<file path="config.mk">
export PLATFORM = sky130hd
export DESIGN_NAME = ahb_ram_arbiter
export DESIGN_NICKNAME = d
export VERILOG_FILES = /design/src/rtl/ahb_ram_arbiter.sv
export SDC_FILE = /design/constraint.sdc
export NUM_CORES = 1
export LEC_CHECK = 0
export CAP_MARGIN = 5
export CORE_MARGIN = 1
export CORE_UTILIZATION = 36
export CTS_BUF_LIST = sky130_fd_sc_hd__clkbuf_8
export DETAILED_ROUTE_END_ITERATION = 10
export PLACE_DENSITY = 0.7
export SKIP_LAST_GASP = 1
export SLEW_MARGIN = 5
export SYNTH_ARGS = -nofsm -noshare
export SYNTH_HDL_FRONTEND = slang
export SYNTH_SLANG_ARGS = --single-unit
</file>
<file path="constraint.sdc">
create_clock -name HCLK -period 2.47 [get_ports HCLK]
set_clock_uncertainty 0.05 [all_clocks]
set_input_delay 0.247 -clock HCLK [delete_from_list [all_inputs] [get_ports HCLK]]
set_output_delay 0.247 -clock HCLK [all_outputs]
set_load 0.02 [all_outputs]
</file>
<file path="src/rtl/ahb_ram_arbiter.sv">
// ahb_ram_arbiter: arbitrates two valid/ready clients onto one non-pipelined AHB-Lite RAM port.
// Define ARB_ROUND_ROBIN_EN for alternating tie-break; otherwise port 0 wins ties.
module ahb_ram_arbiter #(
    parameter int          MEMWIDTH  = 14,
    parameter logic [31:0] BASE_ADDR = 32'h0000_0000
) (
    input  logic        HCLK,
    input  logic        HRESETn,
    input  logic        req0_valid,
    output logic        req0_ready,
    input  logic        req0_write,
    input  logic [31:0] req0_addr,
    input  logic [2:0]  req0_size,
    input  logic [31:0] req0_wdata,
    input  logic        req1_valid,
    output logic        req1_ready,
    input  logic        req1_write,
    input  logic [31:0] req1_addr,
    input  logic [2:0]  req1_size,
    input  logic [31:0] req1_wdata,
    output logic        rsp0_valid,
    output logic        rsp0_err,
    output logic [31:0] rsp0_rdata,
    output logic        rsp1_valid,
    output logic        rsp1_err,
    output logic [31:0] rsp1_rdata,
    output logic        HSEL,
    output logic [31:0] HADDR,
    output logic [1:0]  HTRANS,
    output logic        HWRITE,
    output logic [2:0]  HSIZE,
    output logic [31:0] HWDATA,
    output logic        HREADY,
    input  logic        HREADYOUT,
    input  logic [31:0] HRDATA
);
    typedef enum logic [1:0] {IDLE, ADDR, DATA} state_t;
    state_t      state;
    logic        last_grant, owner, tie0, grant0, grant1, sel_write, legal;
    logic [31:0] sel_addr, sel_wdata, wdata_q;
    logic [2:0]  sel_size;
    logic [32:0] addr_ext, lo, hi;
`ifdef ARB_ROUND_ROBIN_EN
    assign tie0 = last_grant;
`else
    logic unused_last;
    assign unused_last = last_grant;
    assign tie0 = 1'b1;
`endif
    assign grant0     = req0_valid && (!req1_valid || tie0);
    assign grant1     = req1_valid && !grant0;
    assign req0_ready = state == IDLE && grant0;
    assign req1_ready = state == IDLE && grant1;
    assign sel_write  = grant1 ? req1_write : req0_write;
    assign sel_addr   = grant1 ? req1_addr  : req0_addr;
    assign sel_size   = grant1 ? req1_size  : req0_size;
    assign sel_wdata  = grant1 ? req1_wdata : req0_wdata;
    assign addr_ext   = {1'b0, sel_addr};
    assign lo         = {1'b0, BASE_ADDR};
    assign hi         = lo + (33'd1 << MEMWIDTH);
    // Range plus natural alignment; anything else is answered with an error and never reaches the bus.
    assign legal = addr_ext >= lo && addr_ext < hi && sel_size <= 3'd2 &&
                   !(sel_size == 3'd1 && sel_addr[0]) &&
                   !(sel_size == 3'd2 && sel_addr[1:0] != 2'b00);
    assign HREADY = HREADYOUT;
    always_ff @(posedge HCLK or negedge HRESETn) begin
        if (!HRESETn) begin
            state      <= IDLE;
            last_grant <= 1'b1;
            owner      <= 1'b0;
            wdata_q    <= 32'h0;
            rsp0_valid <= 1'b0;
            rsp0_err   <= 1'b0;
            rsp0_rdata <= 32'h0;
            rsp1_valid <= 1'b0;
            rsp1_err   <= 1'b0;
            rsp1_rdata <= 32'h0;
            HSEL       <= 1'b0;
            HADDR      <= 32'h0;
            HTRANS     <= 2'b00;
            HWRITE     <= 1'b0;
            HSIZE      <= 3'b000;
            HWDATA     <= 32'h0;
        end else begin
            rsp0_valid <= 1'b0;
            rsp0_err   <= 1'b0;
            rsp1_valid <= 1'b0;
            rsp1_err   <= 1'b0;
            case (state)
                IDLE: if (grant0 || grant1) begin
                    last_grant <= grant1;
                    owner      <= grant1;
                    if (legal) begin
                        state   <= ADDR;
                        HSEL    <= 1'b1;
                        HTRANS  <= 2'b10;
                        HADDR   <= sel_addr;
                        HWRITE  <= sel_write;
                        HSIZE   <= sel_size;
                        wdata_q <= sel_wdata;
                    end else begin
                        rsp0_valid <= grant0;
                        rsp0_err   <= grant0;
                        rsp1_valid <= grant1;
                        rsp1_err   <= grant1;
                    end
                end
                ADDR: if (HREADYOUT) begin
                    state  <= DATA;
                    HSEL   <= 1'b0;
                    HTRANS <= 2'b00;
                    HWDATA <= wdata_q;
                end
                DATA: if (HREADYOUT) begin
                    state      <= IDLE;
                    rsp0_valid <= !owner;
                    rsp1_valid <= owner;
                    if (!HWRITE && !owner) rsp0_rdata <= HRDATA;
                    if (!HWRITE && owner) rsp1_rdata <= HRDATA;
                end
                default: state <= IDLE;
            endcase
        end
    end
endmodule

</file>
## Word level (Yosys, flattened, before mapping)

Index checks and enable logic that the tools add are counted.

- Flip-flop bits (word level): 174
- Input port bits: 173
- Output and inout port bits: 142
- Logic and storage cells: 79

- Multiplexer cells: 26
- Equality and inequality tests: 8
- Reductions and logical operators: 27
- $lt $le $gt $ge: 3

Operator list:

| operator | number |
|---|---|
| 32-bit 2-to-1 mux | 2 |
| 32-bit by 1-bit >= comparator with 1-bit output, second input constant | 1 |
| 32-bit by 15-bit less-than comparator with 1-bit output, second input constant | 1 |
| 1-bit 2-to-1 mux | 12 |
| 2-bit 2-to-1 mux | 6 |
| 1-bit logical AND | 11 |
| 3-bit AND reduction | 3 |
| 4-bit AND reduction | 2 |
| 2-bit inequality test, second input constant | 3 |
| 1-bit case mux with 2 select lines | 3 |
| 2-bit case mux with 3 select lines | 1 |
| 1-bit zero test | 5 |
| 2-bit case mux with 2 select lines | 1 |
| 2-bit AND reduction | 2 |
| 2-bit nonzero test | 2 |
| 3-bit by 1-bit equality test with 1-bit output, second input constant | 1 |
| 3-bit by 2-bit equality test with 1-bit output, second input constant | 1 |
| 3-bit by 2-bit less-or-equal comparator with 1-bit output, second input constant | 1 |
| 3-bit 2-to-1 mux | 1 |
| 2-bit by 1-bit equality test with 1-bit output, second input constant | 1 |
| 2-bit equality test, second input constant | 1 |
| 2-bit zero test | 1 |
| 2-bit by 1-bit inequality test with 1-bit output, second input constant | 1 |
| 1-bit logical OR | 1 |

## Longest topological paths before layout

- Depth after elaboration: 11
- Depth in mapped cells: 8
- Mapped depth without buffers: 5

## Least setup slack after synthesis

No wires, ideal clock.

- Path kind: input -> register
- Start point: input port req1_addr[16]
- End point: register HADDR[0]
- Required time: 2.295 ns
- Data arrival time: 1.462 ns
- Buffers on the path: 1
- Slack: 0.833 ns
- Stages on the path: 6
- Library setup time: 0.125 ns
- Path through: nor4_1 nand3_1 o22ai_2 nand3_4 buf_6 mux2_4

- Longest elaborated chain between the ends: 7
- Elaborated cells between the ends (all ways): 8
- Classes of those cells: order compare (2); mux (1); reduce/logical (5)

RTL lines:

| item | line | source |
|---|---|---|
| start, declared | 18 | `input logic [31:0] req1_addr,` |
| 32-bit 2-to-1 mux * | 55 | `assign sel_addr = grant1 ? req1_addr : req0_addr;` |
| 32-bit by 1-bit >= comparator with 1-bit output / 32-bit by 15-bit less-than comparator with 1-bit output (equally long branches) | 62 | `assign legal = addr_ext >= lo && addr_ext < hi && sel_size <= 3'd2 &&` |
| 1-bit logical AND * (3 in a row) | 62 |  |
| 1-bit logical AND * | 63 | `!(sel_size == 3'd1 && sel_addr[0]) &&` |
| 3-bit AND reduction (no line) * | n/a |  |
| end signal, assigned | 97 | `HADDR <= sel_addr;` |
| end, declared | 28 | `output logic [31:0] HADDR,` |

Mark *: on every way between the ends. The rest lies on a longest branch, timed or not.
A chain may end at the register's enable or synchronous reset.

## Worst setup path in the final report

- Start point: register state[0]
- End point: output port req0_ready

- Longest elaborated chain between the ends: 2

RTL lines:

| item | line | source |
|---|---|---|
| start, declared | 38 | `state_t state;` |
| start signal, assigned | 68 | `state <= IDLE;` |
| start signal, assigned | 94 | `state <= ADDR;` |
| start signal, assigned | 109 | `state <= DATA;` |
| 2-bit zero test | 52 | `assign req0_ready = state == IDLE && grant0;` |
| 1-bit logical AND | 52 |  |
| end, declared | 10 | `output logic req0_ready,` |

No other way between the ends.

==> flow_summary.toml <==
[synthesis]
synth.avg_cell_area_um2 = 12.9
ys_seq_area_share_pct = 59.1
yosysMostFrequentCell = "dfrtp_1"
syn-num-nets = 737
synth_warnings = 0
syn_area_um2 = 7280
postSynthCellCount = 564
synth_flop_cell = "dfrtp_1"
yosysUniqueCellTypes = 30
yosysTopAreaCellShare_pct = 59.1
synth_area_leaders = "dfrtp_1 (59%), mux2_2 (15%), mux2_4 (10%), nand2_1 (7.8%), and2_1 (1.6%)"
synth_common_cells = "dfrtp_1 (172), nand2_1 (152), mux2_2 (96)"
synth_edf_count = 0
ys_seq_elements = 172
synthArstFlopShare_pct = 100
synth_top_cell_by_area = "dfrtp_1"

[detailed_routing]
drtIter0Drc = 135
ant_nets = 0
wl_per_cell_um = 16.5
vias_per_cell = 4.61
route.detailed.drc = 0
wl_mm = 19.2
vias = 5370
firstDrtPassIters = 4

[timing]
slew_headroom_pct = 63.3
fin_crit_sh_pct = 91.4
setup_viol = 0
fmax_mhz = 443
hold_viol_final = 0
worst_pin_slew_ns = 0.545
rsz0062_at_grt = "no"
drv_slew = 0
period_needed_ns = 2.26

[worst_setup_path]
critPathArrivalTime_ns = 1.96
cp_max_fo = 8
endpoint_kind = "output pin"
start_kind = "flip-flop"
max_stage_delay_ns = 0.63
critPathSlowestCell = "clkdlybuf4s50_1"
path_class = "flip-flop to output pin"
cp.required_ns = 2.17
worstPathCellList = "nor2_2 -> nand2_1 -> inv_1 -> clkdlybuf4s50_1"

[cells_and_area]
drive_gt1_share_pct = 22.8
antenna_cells = 0
syn_to_final_growth_pct = 55.1
ff_latch_area_um2 = 4300
fin_area_um2 = 11300
multi_input_area_um2 = 2810
fillers = 1738
fin_nets = 1059
utilization_pct = 57.4

[run_status]
status = "completed"

[die]
core_um2 = 19700
ios = 315
die_area_um2 = 20800
die_h_um = 144
die_w_um = 144
std_cell_rows = 51
start_util_pct = 37.0

[cts]
cts_buffer_depth = 2
cts_setup_buffers = 0
path_clk_slew_ns = 0.10
cts_root_buf = "clkbuf_8"
clk_latency_ns = 0.46
cts.sinks = 172
cts_buffers = 17
cts.htree.levels = 4
cts_tree = "built"

[place]
gp_congestion = 0.837
hpwlAfterDp_mm = 14.3
port_buffers = 313
placed_cell_area_um2 = 10800

[global_route]
grt_usage_pct = 18.8
grt_pass1_wl_mm = 29.0
first_global_vias = 5280
antenna_found_initial = 0
grt_max_degree = 51
grt-ovfl-total = 0

[worst_hold_path]
hp-class = "input port to asynchronous set/reset pin"

[flow_run]
maxCapViolations = 0

[pwr]
leakagePower_nw = 5.45
powerDensity_nw_per_um2 = 524
irDropWorstVdd_mv = 0.323
==> stage by stage <==
stage | setup slack, ns | power, W | setup TNS, ns | hold slack, ns | instances
6_report | 0.214 | 0.00592 | 0 | 0.251 | 1164
5_1_grt | 0.0848 | 0.00619 | 0 | 0.266 | 1164
4_1_cts | 0.0973 | 0.00601 | 0 | 0.235 | 1164
3_5_place_dp | -0.0222 | 0.00378 | -0.579 | 0.182 | 1131
3_3_place_gp | 0.0415 | 0.00376 | 0 | 0.184 | 1131
2_1_floorplan | 0.833 | 0.00322 | 0 | -0.0986 | 564
==> placed cells by master, fill, tap and decap left out, drive strengths merged <==
cell | synthesis | final
a21oi | 2 | 2
nor4 | 8 | 8
clkinv | 0 | 5
nand3 | 2 | 2
dlygate4sd3 | 0 | 1
o22ai | 2 | 2
clkbuf | 11 | 17
nor2 | 4 | 4
clkdlybuf4s50 | 0 | 312
nand4b | 1 | 1
mux2 | 145 | 145
a21boi | 1 | 1
nor2b | 1 | 1
nand2b | 4 | 4
o21a | 1 | 1
o21ai | 5 | 5
dfrtp | 172 | 172
conb | 1 | 1
buf | 20 | 21
nor3 | 4 | 4
bufinv | 0 | 3
inv | 2 | 9
and2 | 19 | 19
nand3b | 3 | 3
nand4 | 3 | 3
a21o | 1 | 1
nand2 | 152 | 152
==> where the power goes <==
part           internal [W]  switching, W
combinational      0.000458      0.000332
sequential          0.00288     0.0000334
clock               0.00106       0.00115
total               0.00440       0.00152
==> state kept, by name, indices dropped and copies added (netlist names) <==
register    cells
HADDR          32
HWDATA         32
rsp0_rdata     32
rsp1_rdata     32
wdata_q        32
HSIZE           3
state           2
HTRANS          1
HWRITE          1
owner           1
rsp0_err        1
rsp0_valid      1
rsp1_err        1
rsp1_valid      1
==> worst paths after layout <==
path	from	endpoint	slack, ns	depth (start not counted)
min	HRESETn	rsp0_rdata[5]	0.25	2
max	state[0]	req0_ready	0.21	4
min reg2reg	HADDR[23]	HADDR[23]	0.44	1
min in group HCLK	HRDATA[24]	rsp1_rdata[24]	0.37	2
max in group asynchronous	HRESETn	rsp1_rdata[20]	1.37	3
max reg2reg	state[0]	rsp0_rdata[7]	0.79	4
==> cells by family (layout without fill, tap and decap cells) <==
logic type / count (synthesis) / after routing / share of synthesized area, %
AO/OA/AOI/OAI: 12 / 12 / 1.05
buffers and inverters: 33 / 368 / 2.65
flip-flops: 172 / 172 / 59.1
multiplexers: 145 / 145 / 25.0
other: 1 / 1 / 0.0515
AND/OR/NAND/NOR: 201 / 201 / 12.1
==> worst max-delay path, delay by kind of cell (launching register included) <==
kind,cells,cell delay [ns]
buffers and inverters,2,0.71
DFF,1,0.46
and+or+nand+nor,2,0.35
==> repair_timing <==
action                     CTS  global route
hold buffers                 1             0
gates resized for setup      0             1
hold endpoints to repair    46             0
setup endpoints to repair    0             1
==> final cells by class <==
class                   count  area share, %
clock inverters            15           1.97
repair buffers            334           30.0
flip-flops and latches    172           38.1
clock buffers              17           2.07
well taps                 265           2.94
inverters                   2         0.0665
multi-input cells         359           24.9
==> routing by layer <==
layer  GRT usage, %  part of all wire [%]  wire length, µm
met4           4.82                  0.82              157
met2           30.6                    47             9110
met3           7.02                   9.4             1810
met1           23.4                    42             8110
met5              0                     0                0
Note: power is estimated with default switching activity, not from simulation.
